<file path="config.mk">
export PLATFORM = sky130hd
export DESIGN_NAME = seq_debug_cmd_mailbox
export DESIGN_NICKNAME = d
export VERILOG_FILES = /design/src/rtl/seq_debug_cmd_mailbox.sv
export SDC_FILE = /design/constraint.sdc
export NUM_CORES = 1
export LEC_CHECK = 0
export CORE_ASPECT_RATIO = 0.5
export CORE_MARGIN = 4
export CORE_UTILIZATION = 52
export DETAILED_ROUTE_END_ITERATION = 8
export GPL_ROUTABILITY_DRIVEN = 1
export PLACE_DENSITY_LB_ADDON = 0.25
export SYNTH_ARGS = -nofsm -noshare
export SYNTH_HDL_FRONTEND = slang
export SYNTH_SLANG_ARGS = --single-unit
</file>
<file path="constraint.sdc">
create_clock -name avl_clk -period 18.9 [get_ports avl_clk]
set_clock_uncertainty 0.15 [all_clocks]
set_input_delay 3.78 -clock avl_clk [delete_from_list [all_inputs] [get_ports avl_clk]]
set_output_delay 3.78 -clock avl_clk [all_outputs]
set_load 0.02 [all_outputs]
</file>
<file path="src/rtl/seq_debug_cmd_mailbox.sv">
// Debug command mailbox: Avalon-MM register file feeding a
// valid/ready command port, with completion capture and reject flag.
module seq_debug_cmd_mailbox #(
    parameter logic [31:0] BASE_ADDR  = 32'h00015240,
    parameter int          ADDR_WIDTH = 20,
    parameter int          NUM_PARAMS = 4
) (
    input  logic                    avl_clk,
    input  logic                    avl_reset_n,
    input  logic [ADDR_WIDTH-1:0]   avl_address,
    input  logic                    avl_write,
    input  logic                    avl_read,
    input  logic [31:0]             avl_writedata,
    output logic [31:0]             avl_readdata,
    output logic                    avl_readdatavalid,
    output logic                    cmd_valid,
    input  logic                    cmd_ready,
    output logic [31:0]             cmd_code,
    output logic [32*NUM_PARAMS-1:0] cmd_params,
    input  logic                    done_valid,
    input  logic [7:0]              done_result
);

    localparam int LP_WW = ADDR_WIDTH - 2;
    localparam logic [ADDR_WIDTH-1:0] LP_BASE =
        BASE_ADDR[ADDR_WIDTH-1:0];

    localparam logic [1:0] S_IDLE    = 2'd0;
    localparam logic [1:0] S_PENDING = 2'd1;
    localparam logic [1:0] S_BUSY    = 2'd2;
    localparam logic [1:0] S_DONE    = 2'd3;

    logic [1:0]              r_rst_sync;
    logic                    w_rst_n;

    logic [1:0]              r_state;
    logic [1:0]              w_state_nxt;
    logic [31:0]             r_cmd_code;
    logic [31:0]             r_params [NUM_PARAMS];
    logic [7:0]              r_result;
    logic                    r_reject;
    logic [31:0]             r_rdata;
    logic                    r_rvalid;

    logic [ADDR_WIDTH-1:0]   w_off;
    logic [LP_WW-1:0]        w_word;
    logic                    w_aligned;
    logic                    w_sel_cmd;
    logic                    w_sel_sts;
    logic [NUM_PARAMS-1:0]   w_psel;
    logic                    w_wr_cmd;
    logic                    w_wr_sts;
    logic                    w_wr_prm;
    logic                    w_idle;
    logic [31:0]             w_status;
    logic [31:0]             w_rmux;

    // Reset asserts immediately, releases on a clock edge.
    always_ff @(posedge avl_clk or negedge avl_reset_n) begin
        if (!avl_reset_n) begin
            r_rst_sync <= 2'b00;
        end else begin
            r_rst_sync <= {r_rst_sync[0], 1'b1};
        end
    end

    assign w_rst_n = r_rst_sync[1];

    // Address decode relative to the mailbox base.
    assign w_off     = avl_address - LP_BASE;
    assign w_word    = w_off[ADDR_WIDTH-1:2];
    assign w_aligned = (w_off[1:0] == 2'b00);
    assign w_sel_cmd = w_aligned && (w_word == LP_WW'(0));
    assign w_sel_sts = w_aligned && (w_word == LP_WW'(1));

    // One select line per parameter word.
    always_comb begin
        w_psel = '0;
        for (int i = 0; i < NUM_PARAMS; i++) begin
            w_psel[i] = w_aligned && (w_word == LP_WW'(i + 2));
        end
    end

    assign w_wr_cmd = avl_write && w_sel_cmd;
    assign w_wr_sts = avl_write && w_sel_sts;
    assign w_wr_prm = avl_write && (|w_psel);
    assign w_idle   = (r_state == S_IDLE);

    // FSM state register.
    always_ff @(posedge avl_clk or negedge w_rst_n) begin
        if (!w_rst_n) begin
            r_state <= S_IDLE;
        end else begin
            r_state <= w_state_nxt;
        end
    end

    // FSM next-state logic.
    always_comb begin
        w_state_nxt = r_state;
        unique case (r_state)
            S_IDLE: begin
                if (w_wr_cmd) w_state_nxt = S_PENDING;
            end
            S_PENDING: begin
                if (cmd_ready) w_state_nxt = S_BUSY;
            end
            S_BUSY: begin
                if (done_valid) w_state_nxt = S_DONE;
            end
            S_DONE: begin
                if (w_wr_sts && avl_writedata[0]) begin
                    w_state_nxt = S_IDLE;
                end
            end
            default: w_state_nxt = S_IDLE;
        endcase
    end

    // FSM outputs: command offer and frozen command payload.
    always_comb begin
        cmd_valid  = (r_state == S_PENDING);
        cmd_code   = r_cmd_code;
        cmd_params = '0;
        for (int i = 0; i < NUM_PARAMS; i++) begin
            cmd_params[32*i +: 32] = r_params[i];
        end
    end

    // Command word is only accepted while idle.
    always_ff @(posedge avl_clk or negedge w_rst_n) begin
        if (!w_rst_n) begin
            r_cmd_code <= '0;
        end else if (w_wr_cmd && w_idle) begin
            r_cmd_code <= avl_writedata;
        end
    end

    // Parameter words are only accepted while idle.
    always_ff @(posedge avl_clk or negedge w_rst_n) begin
        if (!w_rst_n) begin
            for (int i = 0; i < NUM_PARAMS; i++) begin
                r_params[i] <= '0;
            end
        end else if (avl_write && w_idle) begin
            for (int i = 0; i < NUM_PARAMS; i++) begin
                if (w_psel[i]) r_params[i] <= avl_writedata;
            end
        end
    end

    // Completion code captured only while the core is busy.
    always_ff @(posedge avl_clk or negedge w_rst_n) begin
        if (!w_rst_n) begin
            r_result <= '0;
        end else if ((r_state == S_BUSY) && done_valid) begin
            r_result <= done_result;
        end
    end

    // Sticky flag for command/param writes that arrive too late.
    always_ff @(posedge avl_clk or negedge w_rst_n) begin
        if (!w_rst_n) begin
            r_reject <= 1'b0;
        end else if (w_wr_sts && avl_writedata[16]) begin
            r_reject <= 1'b0;
        end else if ((w_wr_cmd || w_wr_prm) && !w_idle) begin
            r_reject <= 1'b1;
        end
    end

    assign w_status = {15'd0, r_reject, r_result, 6'd0, r_state};

    // Read mux over current (pre-edge) register values.
    always_comb begin
        w_rmux = '0;
        unique case (1'b1)
            w_sel_cmd: w_rmux = r_cmd_code;
            w_sel_sts: w_rmux = w_status;
            default:   w_rmux = '0;
        endcase
        for (int i = 0; i < NUM_PARAMS; i++) begin
            if (w_psel[i]) w_rmux = r_params[i];
        end
    end

    // Single-cycle read response pipeline.
    always_ff @(posedge avl_clk or negedge w_rst_n) begin
        if (!w_rst_n) begin
            r_rdata  <= '0;
            r_rvalid <= 1'b0;
        end else begin
            r_rvalid <= avl_read;
            r_rdata  <= avl_read ? w_rmux : 32'd0;
        end
    end

    assign avl_readdata      = r_rdata;
    assign avl_readdatavalid = r_rvalid;

endmodule

</file>
* Word-level counts from Yosys, hierarchy flattened *
Index checks and enable logic that the tools add are counted.

word-level totals
  input bits = 66
  register bits = 206
  output and inout port bits = 194
  latch bits = 0
  bits in writable memories = 0
  logic and storage cells = 64
  memories kept = 0
  bits in read-only memories = 0

cells by class
  equality and inequality tests = 12
  $lt $le $gt $ge = 0
  muxes and demuxes = 13
  $mul = 0
  bitwise logic cells = 0
  $add $sub $neg = 1
  shifts and indexed selects = 0
  divide/modulo/power cells = 0
  reduce and logical (&&, ||, !) cells = 27

operators by type and width
  operator                  count
  $mux W32                  5
  $pmux W32 S2              1
  $eq A18 B2 Y1 const B     2
  $eq A18 B3 Y1 const B     2
  $sub A20 B17 Y20 const B  1
  $eq A18 B1 Y1 const B     1
  $logic_not A18 Y1         1
  $logic_and A1 B1 Y1       15
  $mux W2                   4
  $pmux W2 S4               1
  $reduce_and A2 Y1         4
  $ne A2 B2 Y1 const B      3
  $eq A2 B2 Y1 const B      2
  $logic_not A2 Y1          2
  $reduce_and A4 Y1         1
  $reduce_or A4 Y1          1
  $eq A2 B1 Y1 const B      1
  $mux W1                   2
  $ne A2 B1 Y1 const B      1
  $reduce_bool A2 Y1        1
  $logic_not A1 Y1          1
  $logic_or A1 B1 Y1        1

* Depth between registers and ports, before layout *
  word-level depth = 9
  gate-level depth with buffers = 9
  mapped depth without buffers = 7

* Worst setup path before layout *
Ideal clock, no wire load.

  kind = input -> register
  start = input port avl_address[7]
  end = register r_params, in the netlist cmd_params[100]
  slack = 12.761 ns
  cell stages on the path = 9
  setup time = 0.125 ns
  required time = 18.625 ns
  arrival time = 5.864 ns
  path buffers = 3
  path through = nor4_4 nor4_1 o31a_1 or2_1 buf_6 or4_4 buf_6 buf_12 mux2_4

on the way
  longest elaborated chain between the ends = 4

ends and longest elaborated chain
  what                           RTL line  text
  start, declared                10        input logic [ADDR_WIDTH-1:0] avl_address,
  $sub A20 B17 Y20               70        assign w_off = avl_address - LP_BASE;
  $eq A18 B3 Y1                  80        w_psel[i] = w_aligned && (w_word == LP_WW'(i + 2));
  $logic_and A1 B1 Y1            80
  $reduce_and A2 Y1 (no line)    --
  end signal, assigned by index  147       if (w_psel[i]) r_params[i] <= avl_writedata;
  end, declared                  39        logic [31:0] r_params [NUM_PARAMS];

Every way passes these cells.
A chain may end at the register's enable or synchronous reset.

* Final worst setup path *
  start = input port avl_address[15]
  end = register r_cmd_code[15], in the netlist cmd_code[15]

on the way
  longest elaborated chain between the ends = 5

ends and longest elaborated chain
  what                  RTL line  text
  $sub A20 B17 Y20      70
  $logic_not A18 Y1     73        assign w_sel_cmd = w_aligned && (w_word == LP_WW'(0));
  $logic_and A1 B1 Y1   73
  $logic_and A1 B1 Y1   84        assign w_wr_cmd = avl_write && w_sel_cmd;
  $logic_and A1 B1 Y1   134       end else if (w_wr_cmd && w_idle) begin
  end signal, assigned  135       r_cmd_code <= avl_writedata;
  end, declared         38        logic [31:0] r_cmd_code;

Every way passes these cells.

==> impl_metrics.toml <==
[sta]
min_period_over_period_pct = 41.9
hold_violations = 0
tns_ps = 0
finalCriticalPeriod_ps = 7920
tightest_slew_ps = 1280
fin_hold_ws_ps = 205
rsz0062_at_grt = "false"
setup_violations = 0
slew_headroom_pct = 14.1
fmax_mhz = 126
slew_viol_final = 0
setup_ws_ps = 10980

[die]
start_util_pct = 53.3
coreArea_um2 = 17500
num_rows = 34
ioPinCount = 260
dieWidth_um = 197
die-area_um2 = 20300
die_h_um = 103

[grt]
grt_start_max_net_pins = 86
grt_pass1_wl_um = 41900
track_usage_pct = 26.3
overflow = 0
antenna_found_initial = 0
grt_pass1_vias = 7274

[setup_path]
crit_type = "input port to flop"
cp.required_ps = 19110
critPathLaunchType = "input port"
path_max_fanout = 32
r2r_slack_ps = 15780
r2r_cells = 7
endpoint_kind = "flop"
arrival_ps = 8130

[cells_and_area]
syn_to_final_growth_pct = 35.5
fin_util_pct = 72.2
n_antenna_cell = 0
register_area_um2 = 5160
layout_common_cells = "258 x clkdlybuf4s50_1, 205 x dfrtp_1, 146 x mux2_2, 46 x nor2_1, 30 x mux2_4"
fillCellCount = 1204
drive_above_1_share_pct = 24.1
multiInputGateArea_um2 = 3860
nets = 1012
final_common_cell = "clkdlybuf4s50_1"

[yosys]
synth.distinct_cells = 52
synth_edf_count = 0
yosys.area.top_type = "dfrtp_1"
syn_nets = 771
synth.area.top_cells = "dfrtp_1 55%, mux2_2 18%, mux2_4 4.8%"
synthCells = 700
ys_ff_latch = 206
synth-warning-count = 0
synthArstFlopShare_pct = 100
ys.flop_type = "dfrtp_1"
syn_area_um2 = 9320
synth_top_area_share_pct = 55.3
ys_seq_area_share_pct = 55.3
postSynthAreaPerCell_um2 = 13.3

[job]
cap_violations = 0

[routing]
wl_per_cell_um = 23.0
via_per_inst = 5.86
ant_nets = 0
drc = 0
routed_wl_um = 27300
first_pass_iters = 5
drtIter0Drc = 395
vias = 6956

[power]
powerDensity_nw_per_um2 = 72.8
total_power_mw = 0.920
ir_drop_mv = 0.0566
leakage_nw = 5.84

[run_status]
outcome = "completed"

[place]
preCtsSetupSlack_ps = 10570
io_buffer_count = 259
gp_congestion = 0.856
dp_hpwl_um = 17900

[cts]
cts.sinks = 206
clock_path_buffers = 3
cts_buffers = 19
cts_hold_buf = 0
clk_pin_slew_ps = 70
ctsResizeCount = 0
cts_tree = "done"
cts_root_buffer = "clkbuf_16"
insertion_delay_ps = 480
cts_setup_buffers = 0
htree_levels = 1

[worst_hold_path]
min_path_type = "flop to flop"
whs_path_depth = 0
-- cells in the mapped netlist (all sizes together) (2+ instances only) --
cell type    n
a2bb2oi     19
a21o         3
buf         22
and3         3
nor3         7
nor4         6
o32ai       19
o311ai       9
nand2b       2
clkbuf      24
nand2       12
o31ai        4
inv         20
a221oi       3
o21ai        3
dfrtp      206
nand3       29
o221a        8
nor2        46
o311a        3
mux2       177
a21oi       13
ha           5
mux2i       24
or4          2
nand4       13
-- final timing paths --
path,from,endpoint
worst max register to register,r_state[0],cmd_params[23]
worst min register to register,r_rst_sync[0],r_rst_sync[1]
max in group asynchronous,avl_reset_n,r_rst_sync[1]
worst max-delay path,avl_address[15],cmd_code[15]
min in group asynchronous,r_rst_sync[1],cmd_params[69]
worst min-delay path,r_rst_sync[0],r_rst_sync[1]
-- worst max-delay path, cell delays in order --
cell             delay, ps
clkdlybuf4s50_1        420
nand2b_1               230
o31ai_1                490
nor4_1                 240
or2_1                  390
nor3_4                 920
nand3_2               1040
mux2_2                 620
-- layer usage --
| metal | GRT usage (%) | up-vias | share of wire, % |
|---|---|---|---|
| met2 | 45.5 | 263 | 50 |
| met1 | 35.2 | 3596 | 42 |
| met5 | 0 | - | 0 |
| li1 | - | 3067 | - |
| met3 | 5.68 | 30 | 7.0 |
| met4 | 5.01 | 0 | 1.3 |
-- flip-flops by register name, summed over array words and instances, names as in the netlist --
register,cells
r_state,2
avl_readdata,32
cmd_params,128
avl_readdatavalid,1
r_reject,1
r_rst_sync,2
cmd_code,32
r_result,8
-- cell type report --
class,instances,area share (%)
sequential,206,40.8
timing repair buffer,266,20.9
inverter,20,0.594
clock buffer,28,4.35
tap,234,2.32
multi-input combinational,428,30.6
clock inverter,5,0.426
-- metrics by stage --
step	std cells	instance area [um2]
global placement	1154	12000
floorplan	700	9320
finish	1187	12600
detailed placement	1154	12000
CTS	1187	12600
global route	1187	12600
-- kinds of logic after synthesis --
group	after synthesis	share of synthesized area [%]
DFF	206	55.3
muxes	201	25.2
and+or+nand+nor	130	7.23
AOI/OAI and AO/OA	90	7.94
buffers and inverters	66	3.57
adders and majority gates	5	0.671
other	1	0.0402
xor gates and xnor gates	1	0.0940
-- power by group --
part / total, mW / switching, mW / internal, mW
sequential: 0.463 / 0.0106 / 0.452
clock: 0.378 / 0.163 / 0.216
combinational: 0.0784 / 0.0412 / 0.0372
total: 0.920 / 0.215 / 0.705
Power figures use the tool's default switching activity.
